## config.mk

```make
export PLATFORM = sky130hd
export DESIGN_NAME = program_loader
export DESIGN_NICKNAME = d
export VERILOG_FILES = /design/src/rtl/program_loader.sv
export SDC_FILE = /design/constraint.sdc
export NUM_CORES = 1
export LEC_CHECK = 0
export CAP_MARGIN = 20
export CELL_PAD_IN_SITES_DETAIL_PLACEMENT = 1
export CELL_PAD_IN_SITES_GLOBAL_PLACEMENT = 1
export CORE_AREA = 5 5 169 131
export DETAILED_ROUTE_END_ITERATION = 6
export DIE_AREA = 0 0 174 136
export PLACE_DENSITY = 0.93
export SYNTH_ARGS = -nofsm -noshare
export SYNTH_HDL_FRONTEND = slang
export SYNTH_SLANG_ARGS = --single-unit
```

## constraint.sdc

```tcl
create_clock -name clk -period 5.93 [get_ports clk]
set_input_delay 1.4825 -clock clk [delete_from_list [all_inputs] [get_ports clk]]
set_output_delay 1.4825 -clock clk [all_outputs]
set_load 0.005 [all_outputs]
```

## src/rtl/program_loader.sv

```systemverilog
// program_loader: boot-time image loader in front of the CPU main memory.
// It streams 32-bit words into consecutive addresses starting at BASE_ADDR
// and holds the CPU in reset until the last write has been committed.
// Optional feature macro: LOADER_CLEAR_EN. When it is defined, the memory
// left after the image (up to BASE_ADDR+DEPTH-1) is zero-filled before release.
module program_loader #(
    parameter int          DEPTH     = 2048,
    parameter logic [31:0] BASE_ADDR = 32'd0
) (
    input  logic        clk,
    input  logic        rst,
    input  logic        start,
    input  logic        in_valid,
    output logic        in_ready,
    input  logic [31:0] in_data,
    input  logic        in_last,
    output logic [31:0] mem_waddr,
    output logic [31:0] mem_wdata,
    output logic        mem_wen,
    output logic        cpu_hold,
    output logic        done,
    output logic        overflow,
    output logic [31:0] word_count,
    output logic [31:0] checksum
);

    localparam logic [31:0] LAST_ADDR = BASE_ADDR + 32'(DEPTH) - 32'd1;

    typedef enum logic [1:0] {
        IDLE  = 2'd0,
        LOAD  = 2'd1,
        CLEAR = 2'd2,
        DONE  = 2'd3
    } state_t;

    state_t      state, state_nxt;
    logic [31:0] addr;
    logic        xfer;
    logic        at_last;
    logic        release_cpu;

    assign in_ready    = (state == LOAD);
    assign xfer        = in_valid & in_ready;
    assign at_last     = (addr == LAST_ADDR);
    // A start seen in DONE re-arms the hold on the same edge it restarts the load.
    assign release_cpu = (state == DONE) && !start;

    // Next-state logic.
    always_comb begin
        state_nxt = state;
        case (state)
            IDLE:  if (start) state_nxt = LOAD;
            LOAD: begin
                if (xfer) begin
                    if (in_last) begin
`ifdef LOADER_CLEAR_EN
                        state_nxt = at_last ? DONE : CLEAR;
`else
                        state_nxt = DONE;
`endif
                    end else if (at_last) begin
                        state_nxt = DONE;
                    end
                end
            end
            CLEAR: if (at_last) state_nxt = DONE;
            DONE:  if (start) state_nxt = LOAD;
            default: state_nxt = IDLE;
        endcase
    end

    // State, address counter, registered write port and status outputs.
    always_ff @(posedge clk) begin
        if (!rst) begin
            state      <= IDLE;
            addr       <= BASE_ADDR;
            mem_waddr  <= 32'd0;
            mem_wdata  <= 32'd0;
            mem_wen    <= 1'b0;
            cpu_hold   <= 1'b1;
            done       <= 1'b0;
            overflow   <= 1'b0;
            word_count <= 32'd0;
            checksum   <= 32'd0;
        end else begin
            state    <= state_nxt;
            mem_wen  <= 1'b0;
            done     <= release_cpu;
            cpu_hold <= !release_cpu;
            case (state)
                IDLE, DONE: begin
                    if (start) begin
                        addr       <= BASE_ADDR;
                        word_count <= 32'd0;
                        checksum   <= 32'd0;
                        overflow   <= 1'b0;
                    end
                end
                LOAD: begin
                    if (xfer) begin
                        mem_waddr  <= addr;
                        mem_wdata  <= in_data;
                        mem_wen    <= 1'b1;
                        addr       <= addr + 32'd1;
                        word_count <= word_count + 32'd1;
                        checksum   <= checksum + in_data;
                        // Word at the last address without in_last: image too big.
                        if (at_last && !in_last) overflow <= 1'b1;
                    end
                end
                CLEAR: begin
                    mem_waddr <= addr;
                    mem_wdata <= 32'd0;
                    mem_wen   <= 1'b1;
                    addr      <= addr + 32'd1;
                end
                default: ;
            endcase
        end
    end

endmodule

```

==> out/metrics.cfg, run 1 <==
[route]
dr_total_vias=7649
wl_per_cell_microns=18.99
detail_route.first_pass.iterations=4
wl_microns=26280
drt_iter0_markers=434
via_per_inst=5.527
antenna_left=0
remaining_drc_errors=0

[logic_synthesis]
yosysMostFrequentCell=dfxtp_1
netlist_instances=962
syn_area_sq_um=8152
yosysSeqAreaShare_pct=40.77
synth-edff-count=0
yosysTopAreaCellShare_pct=40.77
ys_types=61
avgSynthCellArea_sq_um=8.474
synthArstFlopShare_pct=0
synth_seq_cells=166
synth_top_cell_by_area=dfxtp_1
synth_common_cells=166 x dfxtp_1, 130 x nand2_1, 91 x nor2_1, 59 x nor2b_1
syn_nets=1036
synth_ff_type=dfxtp_1
yosysWarnings=0
netlist_top_cells_area=dfxtp_1 41%, nand2_1 6.0%, ha_1 5.5%, xor2_1 5.3%, nor2b_1 4.5%

[timing]
worst_pin_slew_ns=0.6913
skew_ns=0.009452
drv_slew=0
period_share_pct=75.28
hold_viol=0
report.final.setup_viol=0
max_freq_ghz=0.2240
rsz0062_at_grt=no
relSlewSlack_pct=53.31
tns_ns=0
min_period_ns=4.464

[setup_path]
crit_start=in_data[0]
critPathKind=in -> reg
worstRegToRegCells=12
r2r-end=checksum[28]
cp_slowest_cell=clkdlybuf4s50_1
reg2reg_setup_slack_ns=2.67
path_max_fanout=3
cpPeakStageDelay_ns=0.50
endpoint=checksum[28]
crit_top_cell=o21ai_0
start_kind=input pin
critPathArrivalTime_ns=4.76
crit_chain=clkdlybuf4s50_1 > ha_1 > inv_1 > fa_1 > nor2b_1 > o21ai_0 > a21boi_0 > o211ai_1 > a31oi_1 > a41oi_1 > o311ai_1 > xnor2_1 > o21ai_0
setup.worst_path.end_class=flop
rr_startpoint=checksum[0]
critPathRequiredTime_ns=6.23

[outcome]
status=finished, final reports clean

[cts]
cts_setup_buffers=0
postCtsHoldBufs=0
post_cts_resized=0
h-tree-depth=4
cts_tree=yes
clkTransAtPathRegs_ns=0.07
root_buffer=clkbuf_16
clock_path_buffers=2
clkLatencyLatePin_ns=0.43
cts_sinks=166
cts_buffers=17

[global_routing]
grt_overflow_total=0
grt_first_pass_wirelength_microns=41920
grt_max_degree=65
antenna_found_initial=0
grt_pass1_vias=7860
grt_usage_pct=21.87

[power]
vdd_drop_max_v=0.0001546
p_per_area_nw_per_um2=300.0
p_leak_nw=3.878
p_total_mw=3.185

[die]
rows=46
dieWidth_microns=174
initial_core_util_pct=39.78
die-height_microns=136
io_pins=170
fp.dieArea_sq_um=23660
coreArea_sq_um=20490

[cells_and_area]
multi_input_area_sq_um=4562
filler_cell_count=2376
n_antenna_cell=0
ff_latch_area_sq_um=3323
nets=1181
drive_above_1_share_pct=5.000
area_delta_synth_final_pct=30.27

[run]
drv_cap=0

[place]
gp_congestion=0.9118
dpl.hpwl_microns=18950
io_buffers=169

[worst_hold_path]
hold_class=reg -> reg

==> report_power, final <==
part	internal, mW	switching [mW]
Combinational	0.330	0.547
Sequential	1.17	0.0441
Clock	0.572	0.520
==> cell families after synthesis <==
group	share of synthesized area, %
flip-flops	40.77
AND/OR/NAND/NOR	23.30
adder cells (fa/ha/maj)	5.771
buffers and inverters	3.453
AO/OA/AOI/OAI	17.74
XOR/XNOR	8.596
multiplexers	0.3684
==> worst max-delay path, delay by kind of cell <==
| family | cells | cell delay, ns |
|---|---|---|
| XOR/XNOR | 1 | 0.17 |
| AO/OA/AOI/OAI | 7 | 1.75 |
| AND/OR/NAND/NOR | 1 | 0.15 |
| buffers and inverters | 2 | 0.57 |
| adder cells (fa/ha/maj) | 2 | 0.62 |
==> stage by stage <==
stage / setup slack [ns] / utilization (%) / area [sq um] / hold slack (ns) / cells
final: 1.466 / 51.83 / 10620 / 0.4690 / 1384
after global routing: 1.362 / 51.83 / 10620 / 0.4978 / 1384
after CTS: 1.540 / 51.75 / 10600 / 0.4754 / 1383
after detailed placement: 1.149 / 48.99 / 10040 / 0.4622 / 1351
after global placement: 1.307 / 48.89 / 10020 / 0.4529 / 1350
after floorplan: 2.148 / - / 8152 / 0.4567 / 962
==> how the worst min path moves through the flow <==
stage                        startpoint            end  cells after the start
final                     mem_waddr[10]  mem_waddr[10]                      2
after global routing      mem_waddr[12]  mem_waddr[12]                      2
after CTS                 mem_waddr[10]  mem_waddr[10]                      2
after detailed placement   mem_waddr[7]   mem_waddr[7]                      2
after global placement    mem_waddr[10]  mem_waddr[10]                      2
after floorplan                addr[31]  mem_waddr[31]                      2
==> state kept, by name, indices dropped and copies added (netlist names) <==
register    flops
overflow        1
mem_wen         1
state           2
mem_waddr      32
done            1
mem_wdata      32
checksum       32
addr           32
word_count     32
cpu_hold        1
==> cell usage in the layout, fill, tap and decap left out, drive strengths merged, types with 10 or more instances in the layout <==
master / Yosys / final
nand2: 131 / 131
a21boi: 36 / 36
a21o: 20 / 20
xor2: 49 / 49
a21oi: 37 / 37
xnor2: 31 / 31
buf: 10 / 10
nor2b: 59 / 59
inv: 17 / 23
nand4: 17 / 17
nor2: 92 / 92
clkdlybuf4s50: 0 / 168
nor3: 16 / 16
clkbuf: 42 / 19
a22oi: 49 / 49
and3: 11 / 11
nand3: 30 / 30
ha: 36 / 36
o21ai: 42 / 42
dfxtp: 166 / 166
==> metal layers <==
| metal | up-vias | global-route usage [%] | part of all wire [%] |
|---|---|---|---|
| li1 | 3638 | - | - |
| met1 | 3801 | 28.76 | 47 |
| met2 | 182 | 36.20 | 46 |
| met3 | 28 | 5.366 | 5.4 |
| met4 | 0 | 5.890 | 1.5 |
| met5 | - | 0 | 0 |
==> cell type report <==
cell class	count	share of cell area (%)
clock inverter	13	1.060
tap	264	3.111
multi-input combinational	727	42.96
clock buffer	19	4.265
sequential	166	31.30
inverter	17	0.6009
timing repair buffer	178	16.71
Power figures use the tool's default switching activity.
==> run 2: changes to the inputs <==
--- a/config.mk
+++ b/config.mk
@@ -8,10 +8,10 @@
 export CAP_MARGIN = 20
 export CELL_PAD_IN_SITES_DETAIL_PLACEMENT = 1
 export CELL_PAD_IN_SITES_GLOBAL_PLACEMENT = 1
-export CORE_AREA = 5 5 169 131
+export CORE_AREA = 5 5 176 135
 export DETAILED_ROUTE_END_ITERATION = 6
-export DIE_AREA = 0 0 174 136
-export PLACE_DENSITY = 0.93
+export DIE_AREA = 0 0 181 140
+export PLACE_DENSITY = 0.88
 export SYNTH_ARGS = -nofsm -noshare
 export SYNTH_HDL_FRONTEND = slang
 export SYNTH_SLANG_ARGS = --single-unit
==> constraint.sdc (replaced) <==
create_clock -name clk -period 4.55 [get_ports clk]
set_input_delay 1.1375 -clock clk [delete_from_list [all_inputs] [get_ports clk]]
set_output_delay 1.1375 -clock clk [all_outputs]
set_load 0.005 [all_outputs]
==> run 2 against run 1 <==
  * First-iteration DRC count grew 0.92%
  * Combinational power is 31% higher
  * Register-to-register slack got worse by 1.4 ns
  * Critical path type unchanged
  * Wire length grew 1.8%
==> out/metrics.cfg, run 2 (synthesis results as in run 1) <==
[power]
vdd_drop_max_v=0.0002137
p_sw_mw=1.410
p_leak_nw=3.898
clkPwrFrac_pct=34.1
seqPwrFrac_pct=38.2
combPwrFrac_pct=27.7
p_per_area_nw_per_um2=388.7
sw_frac_of_total_pct=33.93
p_int_mw=2.746

[cts]
cts_tree=yes
root_buffer=clkbuf_16
postCtsHoldBufs=0
cts_sinks=166
clkLatencyLatePin_ns=0.43
clock_path_buffers=2
cts_setup_buffers=0
clkTransAtPathRegs_ns=0.07
cts_buffers=17
h-tree-depth=4
post_cts_resized=0

[cells_and_area]
drive_above_1_share_pct=5.076
n_antenna_cell=0
area_delta_synth_final_pct=31.16
multi_input_area_sq_um=4562
final_cell_mix=168 x clkdlybuf4s50_1, 166 x dfxtp_1, 130 x nand2_1
nets=1184
ff_latch_area_sq_um=3323
fin_util_pct=49.00
final_common_cell=clkdlybuf4s50_1
filler_cell_count=2524

[route]
remaining_drc_errors=0
drt_iter0_markers=438
via_per_inst=5.357
dr_total_vias=7591
detail_route.first_pass.iterations=5
wl_microns=26760
antenna_left=0
wl_per_cell_microns=18.88

[timing]
tns_ns=0
drv_slew=0
relSlewSlack_pct=48.13
hold_viol=0
report.final.setup_viol=0
skew_ns=0.01538
max_freq_ghz=0.2413
worst_pin_slew_ns=0.7780
period_share_pct=91.10
rsz0062_at_grt=no
min_period_ns=4.145

[worst_hold_path]
hold_class=reg -> reg

[die]
fp.dieArea_sq_um=25340
coreArea_sq_um=21820
io_pins=170
initial_core_util_pct=37.36
rows=47
dieWidth_microns=181
die-height_microns=140

[global_routing]
grt_usage_pct=20.59
grt_overflow_total=0
grt_pass1_vias=7951
grt_max_degree=50
antenna_found_initial=0
grt_first_pass_wirelength_microns=43050

[setup_path]
critPathRequiredTime_ns=4.84
critPathArrivalTime_ns=4.43
path_max_fanout=3
critPathKind=in -> reg
start_kind=input pin
setup.worst_path.end_class=flop

[place]
io_buffers=169
gp_congestion=0.8820
dpl.hpwl_microns=19300

[run]
drv_cap=0

[outcome]
status=finished, final reports clean

-- run 2: cell count changes in the layout (fill, tap and decap cells not counted), sizes merged --
cell	change
buf	+3
inv	-3
clkinv	+2
bufinv	+1
clkbuf	+1
clkinvlp	-1
-- run 2: through the flow --
stage          setup slack [ns]  instance area (sq um)  hold slack [ns]  total power, mW  cells
6_report                 0.4050                  10690           0.4586            4.156   1417
5_1_grt                  0.2266                  10690           0.4856            4.360   1417
4_1_cts                  0.4416                  10660           0.4662            4.163   1416
3_5_place_dp             0.1106                  10100           0.4564            2.742   1384
3_3_place_gp             0.3103                  10100           0.4499            2.706   1384
2_1_floorplan             1.113                   8152           0.4567            2.289    962
-- run 2: area by class of cell --
cell class | count | area share [%]
multi-input cells | 727 | 42.67
flip-flops and latches | 166 | 31.08
repair buffers | 181 | 16.92
clock buffers | 20 | 4.178
well taps | 294 | 3.441
clock inverters | 12 | 1.112
inverters | 17 | 0.5968
-- run 2: power by group through the flow --
stage	logic [mW]	clock network [mW]	registers, mW
global route	1.25	1.51	1.60
floorplan	0.677	0	1.61
finish	1.15	1.42	1.59
detailed placement	1.13	0	1.62
CTS	1.13	1.44	1.59
global placement	1.09	0	1.61
-- run 2: path summary, 6_finish.rpt --
kind / startpoint / endpoint / slack (ns) / cells after the start
worst max-delay path: in_data[0] / checksum[28] / 0.40 / 13
worst min-delay path: mem_waddr[9] / mem_waddr[9] / 0.46 / 2
worst min register to register: mem_waddr[9] / mem_waddr[9] / 0.46 / 2
worst max register to register: checksum[0] / checksum[28] / 1.25 / 12
-- run 2: worst max-delay path: stages --
cell and delay (ns):
clkdlybuf4s50_1 0.49, ha_1 0.20, inv_1 0.07, fa_1 0.42, nor2b_1 0.14, o21ai_0 0.10, a21boi_0 0.36, o211ai_1 0.20
a31oi_1 0.37, a41oi_1 0.31, o311ai_1 0.38, xnor2_1 0.16, o21ai_0 0.09
-- run 2: per-layer routing --
layer	vias to the layer above	global-route usage, %	part of all wire, %
met5	-	0	0
met4	0	4.935	1.1
met3	26	5.106	5.5
met2	163	33.26	46
met1	3754	27.92	47
li1	3648	-	-
